==> config.mk <==
export PLATFORM = sky130hd
export DESIGN_NAME = hex_display_scan
export DESIGN_NICKNAME = d
export VERILOG_FILES = /design/src/rtl/hex_display_scan.sv
export SDC_FILE = /design/constraint.sdc
export NUM_CORES = 1
export LEC_CHECK = 0
export ABC_AREA = 1
export CAP_MARGIN = 20
export CORE_MARGIN = 1
export CORE_UTILIZATION = 54
export DETAILED_ROUTE_END_ITERATION = 6
export GPL_ROUTABILITY_DRIVEN = 1
export PLACE_DENSITY = 0.8
export SYNTH_ARGS = -nofsm -noshare
export SYNTH_HDL_FRONTEND = slang
export SYNTH_SLANG_ARGS = --single-unit
export TNS_END_PERCENT = 100
==> constraint.sdc <==
create_clock -name clk -period 1.75 [get_ports clk]
set_clock_uncertainty 0.1 [all_clocks]
set_input_delay 0.35 -clock clk [delete_from_list [all_inputs] [get_ports clk]]
set_output_delay 0.35 -clock clk [all_outputs]
set_load 0.05 [all_outputs]
==> src/rtl/hex_display_scan.sv <==
// Time-multiplexed driver for a bank of common-anode 7-segment hex digits with
// leading-zero blanking, per-digit blink and decimal points.
module hex_display_scan #(
    parameter int DIGITS      = 4,
    parameter int CLK_DIV     = 1000,
    parameter int BLINK_SCANS = 250
) (
    input  logic                  clk,
    input  logic                  rst_n,
    input  logic [4*DIGITS-1:0]   value,
    input  logic                  load,
    input  logic                  blank_lz,
    input  logic [DIGITS-1:0]     blink_mask,
    input  logic [DIGITS-1:0]     dp_in,
    output logic [6:0]            seg,
    output logic                  dp,
    output logic [DIGITS-1:0]     an
);

    localparam int PW = $clog2(CLK_DIV);
    localparam int IW = (DIGITS > 1) ? $clog2(DIGITS) : 1;
    localparam int BW = (BLINK_SCANS > 1) ? $clog2(BLINK_SCANS) : 1;

    logic [4*DIGITS-1:0] shadow;
    logic [PW-1:0]       presc;
    logic [IW-1:0]       idx;
    logic [BW-1:0]       blink_cnt;
    logic                blink_phase;

    logic                tick;
    logic                scan_end;
    logic [DIGITS-1:0]   upper_zero;
    logic [3:0]          nibble;
    logic                blanked;
    logic [6:0]          glyph;

    assign tick     = (presc == PW'(CLK_DIV - 1));
    assign scan_end = tick && (idx == IW'(DIGITS - 1));

    // upper_zero[i]: nibbles i..DIGITS-1 of the shadow value are all zero
    always_comb begin
        upper_zero = '0;
        upper_zero[DIGITS-1] = (shadow[4*(DIGITS-1) +: 4] == 4'h0);
        for (int i = DIGITS - 2; i >= 0; i--) begin
            upper_zero[i] = upper_zero[i+1] && (shadow[4*i +: 4] == 4'h0);
        end
    end

    assign nibble  = shadow[4*idx +: 4];
    assign blanked = (blank_lz && (idx != '0) && upper_zero[idx])
                   || (blink_mask[idx] && blink_phase);

    always_comb begin
        glyph = 7'h00;
        case (nibble)
            4'h0: glyph = 7'h3F;
            4'h1: glyph = 7'h06;
            4'h2: glyph = 7'h5B;
            4'h3: glyph = 7'h4F;
            4'h4: glyph = 7'h66;
            4'h5: glyph = 7'h6D;
            4'h6: glyph = 7'h7D;
            4'h7: glyph = 7'h07;
            4'h8: glyph = 7'h7F;
            4'h9: glyph = 7'h6F;
            4'hA: glyph = 7'h77;
            4'hB: glyph = 7'h7C;
            4'hC: glyph = 7'h39;
            4'hD: glyph = 7'h5E;
            4'hE: glyph = 7'h79;
            4'hF: glyph = 7'h71;
            default: glyph = 7'h00;
        endcase
    end

    // Outputs are computed from the pre-edge state, so a load coinciding with
    // tick shows the new digit and new shadow together one cycle later.
    always_ff @(posedge clk or negedge rst_n) begin
        if (!rst_n) begin
            shadow      <= '0;
            presc       <= '0;
            idx         <= '0;
            blink_cnt   <= '0;
            blink_phase <= 1'b0;
            an          <= '1;
            seg         <= 7'h7F;
            dp          <= 1'b1;
        end else begin
            if (load) begin
                shadow <= value;
            end

            if (tick) begin
                presc <= '0;
            end else begin
                presc <= presc + 1'b1;
            end

            if (tick) begin
                if (idx == IW'(DIGITS - 1)) begin
                    idx <= '0;
                end else begin
                    idx <= idx + 1'b1;
                end
            end

            if (scan_end) begin
                if (blink_cnt == BW'(BLINK_SCANS - 1)) begin
                    blink_cnt   <= '0;
                    blink_phase <= ~blink_phase;
                end else begin
                    blink_cnt <= blink_cnt + 1'b1;
                end
            end

            an  <= ~(DIGITS'(1) << idx);
            seg <= blanked ? 7'h7F : ~glyph;
            dp  <= blanked ? 1'b1 : ~dp_in[idx];
        end
    end

endmodule

== Yosys cells after proc, flatten, opt, wreduce, memory -nomap -nowiden ==
Memories as Yosys holds them, arrays and structs flattened.
Index checks and enable logic that the tools add are counted.

* Shift-type cells: 2
* Add/sub/neg operators: 3
* Magnitude comparators: 1
* Reduce and logical (&&, ||, !) cells: 14
* Mux-type cells: 11
* Eq/ne operators: 3
* Bitwise logic cells: 4

{| class="wikitable"
|+ Operators by type and width
! cell !! number
|-
| $logic_not 4->1 || 4
|-
| $shiftx 16x5->4 || 1
|-
| $add 10x1->10 const B || 1
|-
| $eq 10x10->1 const B || 1
|-
| $mux 10 || 1
|-
| $add 8x1->8 const B || 1
|-
| $eq 8x8->1 const B || 1
|-
| $mux 8 || 1
|-
| $logic_and 1x1->1 || 7
|-
| $mux 7 || 1
|-
| $not 7->7 || 1
|-
| $bmux 1 s2 || 3
|-
| $mux 1 || 4
|-
| $not 4->4 || 1
|-
| $shl 1x2->4 const A || 1
|-
| $lt 2x3->1 const B || 1
|-
| $add 2x1->2 const B || 1
|-
| $eq 2x2->1 const B || 1
|-
| $mux 2 || 1
|-
| $not 1->1 || 2
|-
| $reduce_and 2->1 || 1
|-
| $reduce_bool 2->1 || 1
|-
| $logic_or 1x1->1 || 1
|}

* Register bits: 49
* Word-level logic and storage cells: 47
* Memories: 1
* Input bits: 28
* Bits in read-only memories: 112

{| class="wikitable"
|+ Memory list
! name !! depth !! bits a word !! read ports !! clocked after memory_dff !! wr ports !! line !! source
|-
| (name not given) || 16 || 7 || 1 || 0 || 0 || 55 || <nowiki>case (nibble)</nowiki>
|}

== Longest topological paths before layout ==
* Depth in word-level cells: 9
* Gate-level depth with buffers: 11
* Mapped depth without buffers: 10

== Least setup slack after synthesis ==
OpenSTA, ideal clock, no wires.

* Path type: reg2reg
* Start: register idx[0]
* End: register seg[0]
* Cell stages (with the launch flop): 12
* Library setup time: 0.084 ns
* Setup slack: 0.129 ns
* Path buffers: 1
* Data arrival time: 1.437 ns
* Data required time: 1.566 ns
* Path through: dfrtp_1 > inv_2 > buf_6 > nand2_1 > nand3_1 > nand2_2 > inv_2 > ha_1 > inv_1 > nand2_1 > nand3_1 > nand3_1

* Longest elaborated chain between the ends: 5
* Elaborated cells between the ends (all ways): 13
* Those cells by class: shift: 1; mux: 5; bitwise: 1; reduce/logical: 5; memory: 1

{| class="wikitable"
|+ Ends and longest elaborated chain
! what !! line !! source
|-
| from (decl) || 26 || <nowiki>logic [IW-1:0] idx;</nowiki>
|-
| from (signal assigned) || 103 || <nowiki>idx <= idx + 1'b1;</nowiki>
|-
| branches (longest 4 deep; another with $mem_v2 16x7) || n/a ||
|-
| $mux 7 (*) || 117 || <nowiki>seg <= blanked ? 7'h7F : ~glyph;</nowiki>
|-
| to (signal assigned) || 117 ||
|-
| to (decl) || 15 || <nowiki>output logic [6:0] seg,</nowiki>
|}

Every way passes the cells marked *. The select of a mux whose other input is x is not followed.
A chain may end at the register's enable or synchronous reset.

== Worst setup path after layout ==
* Start: register idx[0]
* End: register seg[5]

The elaborated chain is that of the path after synthesis.

==> run summary <==
combinational family with the most area after synthesis -> simple AND/OR/NAND/NOR gates
Setup crit end kind -> register
power density over the cells -> 742.9 mW/mm²
TritonCTS clock tree -> done
Synth area leaders -> dfrtp_1 34%, nand2_1 13%, dfstp_2 12%
initial antenna violation count -> 0
drt pass-1 iters -> 4
Clock Pin Slew Worst Setup and Hold Paths -> 90 ps
Area Growth Syn to Fin -> 30.56%
Top-Level Pins -> 40
number of synthesized register bits -> 49
R2R Path End -> seg[5]$_DFF_PN1_
Final GP Congestion -> 0.8504
Starting Density -> 0.5666
Crit-path slowest cell -> dfrtp_2
post-synth top area cell -> dfrtp_1
sw frac -> 0.2711
PortBufs -> 39
worst skew pair latency -> 310 ps
WP buf/inv -> 2
post-synthesis sequential area ratio -> 0.4608
first-pass GRT wire length -> 9.446 mm
reg-to-reg slack, setup -> 60 ps
Cell Rows -> 25
minimum clock period -> 1692 ps
multi-input logic area -> 0.001286 mm²
Post-synth EDFFs -> 0
Placed Cells -> 441
Synth Warn # -> 0
clock sink count -> 49
Synth cell types -> 31
CTS H-Tree Depth -> 2
clock share of power -> 0.312
Logic pwr share -> 0.204
outcome -> completed
die area -> 0.005275 mm²
reg2reg path depth -> 10
Flop pwr share -> 0.485
final hold vios -> 0
Final HPWL DP -> 4.026 mm
Syn Nets -> 374
pin count of the biggest net entering global routing -> 36
nets -> 428
worst vdd ir -> 0.4952 mV
Die Y -> 72.63 µm
Top cell by count, worst path -> nand2_1
HP Class -> input port to asynchronous set/reset pin
CP peak stage delay -> 470 ps
CP delay by family, top -> simple AND/OR/NAND/NOR gates
drt drc -> 0
average wire per standard cell -> 12.38 µm
fin cells -> 455
Primary FF master, synth -> dfrtp_1
Die Wd -> 72.63 µm
Lkg Pwr -> 0.001729 µW
final setup vio count -> 0
Post-Syn Area per Cell -> 8.090 µm²
FMAX -> 591.0 MHz
final wirelength -> 5.632 mm
adder-cell share of the synthesized area -> 0.06038
share of layout cells above drive strength 1 -> 0.2010
GRT Residual Overflow -> 0
Synth Area in XOR/XNOR -> 0.02276
worst r2r src -> idx[0]$_DFFE_PN0N_
final worst path period share -> 0.9669
WP data required -> 1900 ps
register area -> 0.001245 mm²
Yosys top cell area share -> 0.3437
share of flip-flops with an asynchronous set or reset -> 1.000
final slew viol count -> 0
Total Routing Usage GR -> 0.2336
via count -> 2363
crit-path max FO -> 8
area fraction in compound gates after synthesis -> 0.05899
DRT iter0 DRCs -> 152
fraction of synthesized area in multiplexers -> 0.03762
Final ANT Viol Nets -> 0
P_int -> 1904 µW
Util after Layout -> 0.7397
simple-gate area share of the yosys netlist -> 0.2903
Core Footprint -> 0.004755 mm²
CP Launch Type -> register
Rel. slew slack -> 0.7479
Synth Instances -> 333
Worst EP arrival -> 1840 ps
# diodes -> 0
routed vias/inst -> 5.193
P_sw -> 708.3 µW
Post-Syn Area -> 0.002694 mm²
worst slew pin tran -> 378.2 ps
path type of the worst setup path -> register to register
crit path cell chain -> buf_6 > nand2_1 > nand3_1 > nand2_2 > inv_1 > ha_1 > nand2_1 > o21ai_0 > nand2_1 > nand2_1
MaxCap Viol Count -> 0
Max Root-Sink Buffers -> 2
Root Driver -> clkbuf_8
Fillers -> 341
number of buffers created by CTS -> 5
vias in the first global route -> 2202
[layout make-up]
| class | count | area share |
|---|---|---|
| Timing Repair Buffer | 53 | 0.1825 |
| Inverter | 39 | 0.04233 |
| Clock inverter | 2 | 0.01103 |
| Multi-Input combinational cell | 239 | 0.3657 |
| Clock buffer | 6 | 0.02063 |
| Sequential cell | 49 | 0.3540 |
| Tap cell | 67 | 0.02383 |
[power by group through the flow]
stage / clock network [µW] / logic (µW) / registers [µW]
after global placement: 0 / 496 / 1290
after floorplan: 0 / 164 / 1370
after CTS: 830 / 513 / 1270
after global routing: 871 / 574 / 1270
after detailed placement: 0 / 507 / 1290
final: 814 / 532 / 1270
[placed cells by master, fill, tap and decap left out, types with 2 or more instances in the layout]
| cell type | instances |
|---|---|
| nand2_1 | 93 |
| dfrtp_1 | 34 |
| nor2_1 | 33 |
| inv_1 | 31 |
| nand3_1 | 30 |
| clkdlybuf4s50_1 | 26 |
| o21ai_0 | 16 |
| buf_12 | 14 |
| ha_1 | 13 |
| dfstp_2 | 12 |
| buf_4 | 10 |
| mux2_2 | 9 |
| inv_2 | 7 |
| nor3_1 | 7 |
| a21oi_1 | 6 |
| nand2_2 | 5 |
| xor2_1 | 5 |
| clkbuf_8 | 5 |
| o21ai_1 | 3 |
| dfrtp_2 | 3 |
| nand2_4 | 2 |
| nand3_2 | 2 |
| a31oi_1 | 2 |
| nand4_1 | 2 |
| xnor2_1 | 2 |
| o21bai_1 | 2 |
[worst register-to-register path: cells and delay by family (launching register included)]
family	cells	cell delay (ps)
flops	1	470
compound gates	1	100
simple gates	6	530
fa+ha+maj	1	200
buf+inv	2	240
[how the worst max path moves through the flow]
| stage | cells past startpoint | to | from |
|---|---|---|---|
| floorplan | 11 | seg[0]$_DFF_PN1_ | idx[0]$_DFFE_PN0N_ |
| global placement | 10 | seg[0]$_DFF_PN1_ | idx[0]$_DFFE_PN0N_ |
| detailed placement | 10 | seg[0]$_DFF_PN1_ | idx[0]$_DFFE_PN0N_ |
| CTS | 10 | seg[0]$_DFF_PN1_ | idx[0]$_DFFE_PN0N_ |
| global route | 9 | seg[3]$_DFF_PN1_ | idx[0]$_DFFE_PN0N_ |
| finish | 10 | seg[5]$_DFF_PN1_ | idx[0]$_DFFE_PN0N_ |
[registers in the layout (all words and copies together) (netlist names)]
| register | cells |
|---|---|
| shadow | 16 |
| blink_phase | 1 |
| idx | 2 |
| an | 4 |
| dp | 1 |
| blink_cnt | 8 |
| presc | 10 |
| seg | 7 |
[logic make-up (layout without fill, tap and decap cells)]
kind of cell | after synthesis | count (layout)
AOI/OAI and AO/OA | 30 | 30
xor gates and xnor gates | 7 | 7
adders and majority gates | 13 | 13
buffers and inverters | 45 | 100
DFF | 49 | 49
muxes | 9 | 9
and+or+nand+nor | 180 | 180
[metrics by stage]
stage               power [µW]  area (µm²)  hold WS (ps)  setup TNS [ps]  setup WS, ps
finish                    2613        3517         394.7               0         57.99
global route              2718        3517         417.8          -83.99        -33.92
CTS                       2609        3457         394.6               0         23.62
detailed placement        1795        3328         187.3               0         17.85
global placement          1782        3328         185.9               0         126.4
floorplan                 1530        2694        -45.59               0         129.0
[Yosys cell counts (2+ instances only)]
cell	n
dfstp_2	12
a31oi_1	2
inv_2	7
o21ai_0	16
buf_4	2
nor3_1	7
buf_2	2
o21ai_1	3
mux2_2	9
nor2_1	33
nand2_1	95
nand3_1	32
nand4_1	2
o21bai_1	2
ha_1	13
inv_1	32
a21oi_1	6
xor2_1	5
dfrtp_1	37
xnor2_1	2
nand2_2	4
[layer usage]
layer / track usage / wire length (µm) / share of wire
met5: 0 / 0 / 0
met4: 0.1024 / 65 / 0.012
met3: 0.04696 / 294 / 0.052
met2: 0.3811 / 2684 / 0.48
met1: 0.3033 / 2588 / 0.46
[repair_timing]
| action | CTS | global route |
|---|---|---|
| hold buffers | 1 | 0 |
| gates resized for setup | 0 | 11 |
| setup endpoints to repair | 2 | 15 |
| pin swaps | 1 | 2 |
| endpoints found under the hold margin | 13 | 0 |
| gates cloned | 0 | 0 |
| buffers inserted | 1 | 4 |
No activity file was read; power rests on OpenSTA's default activity.
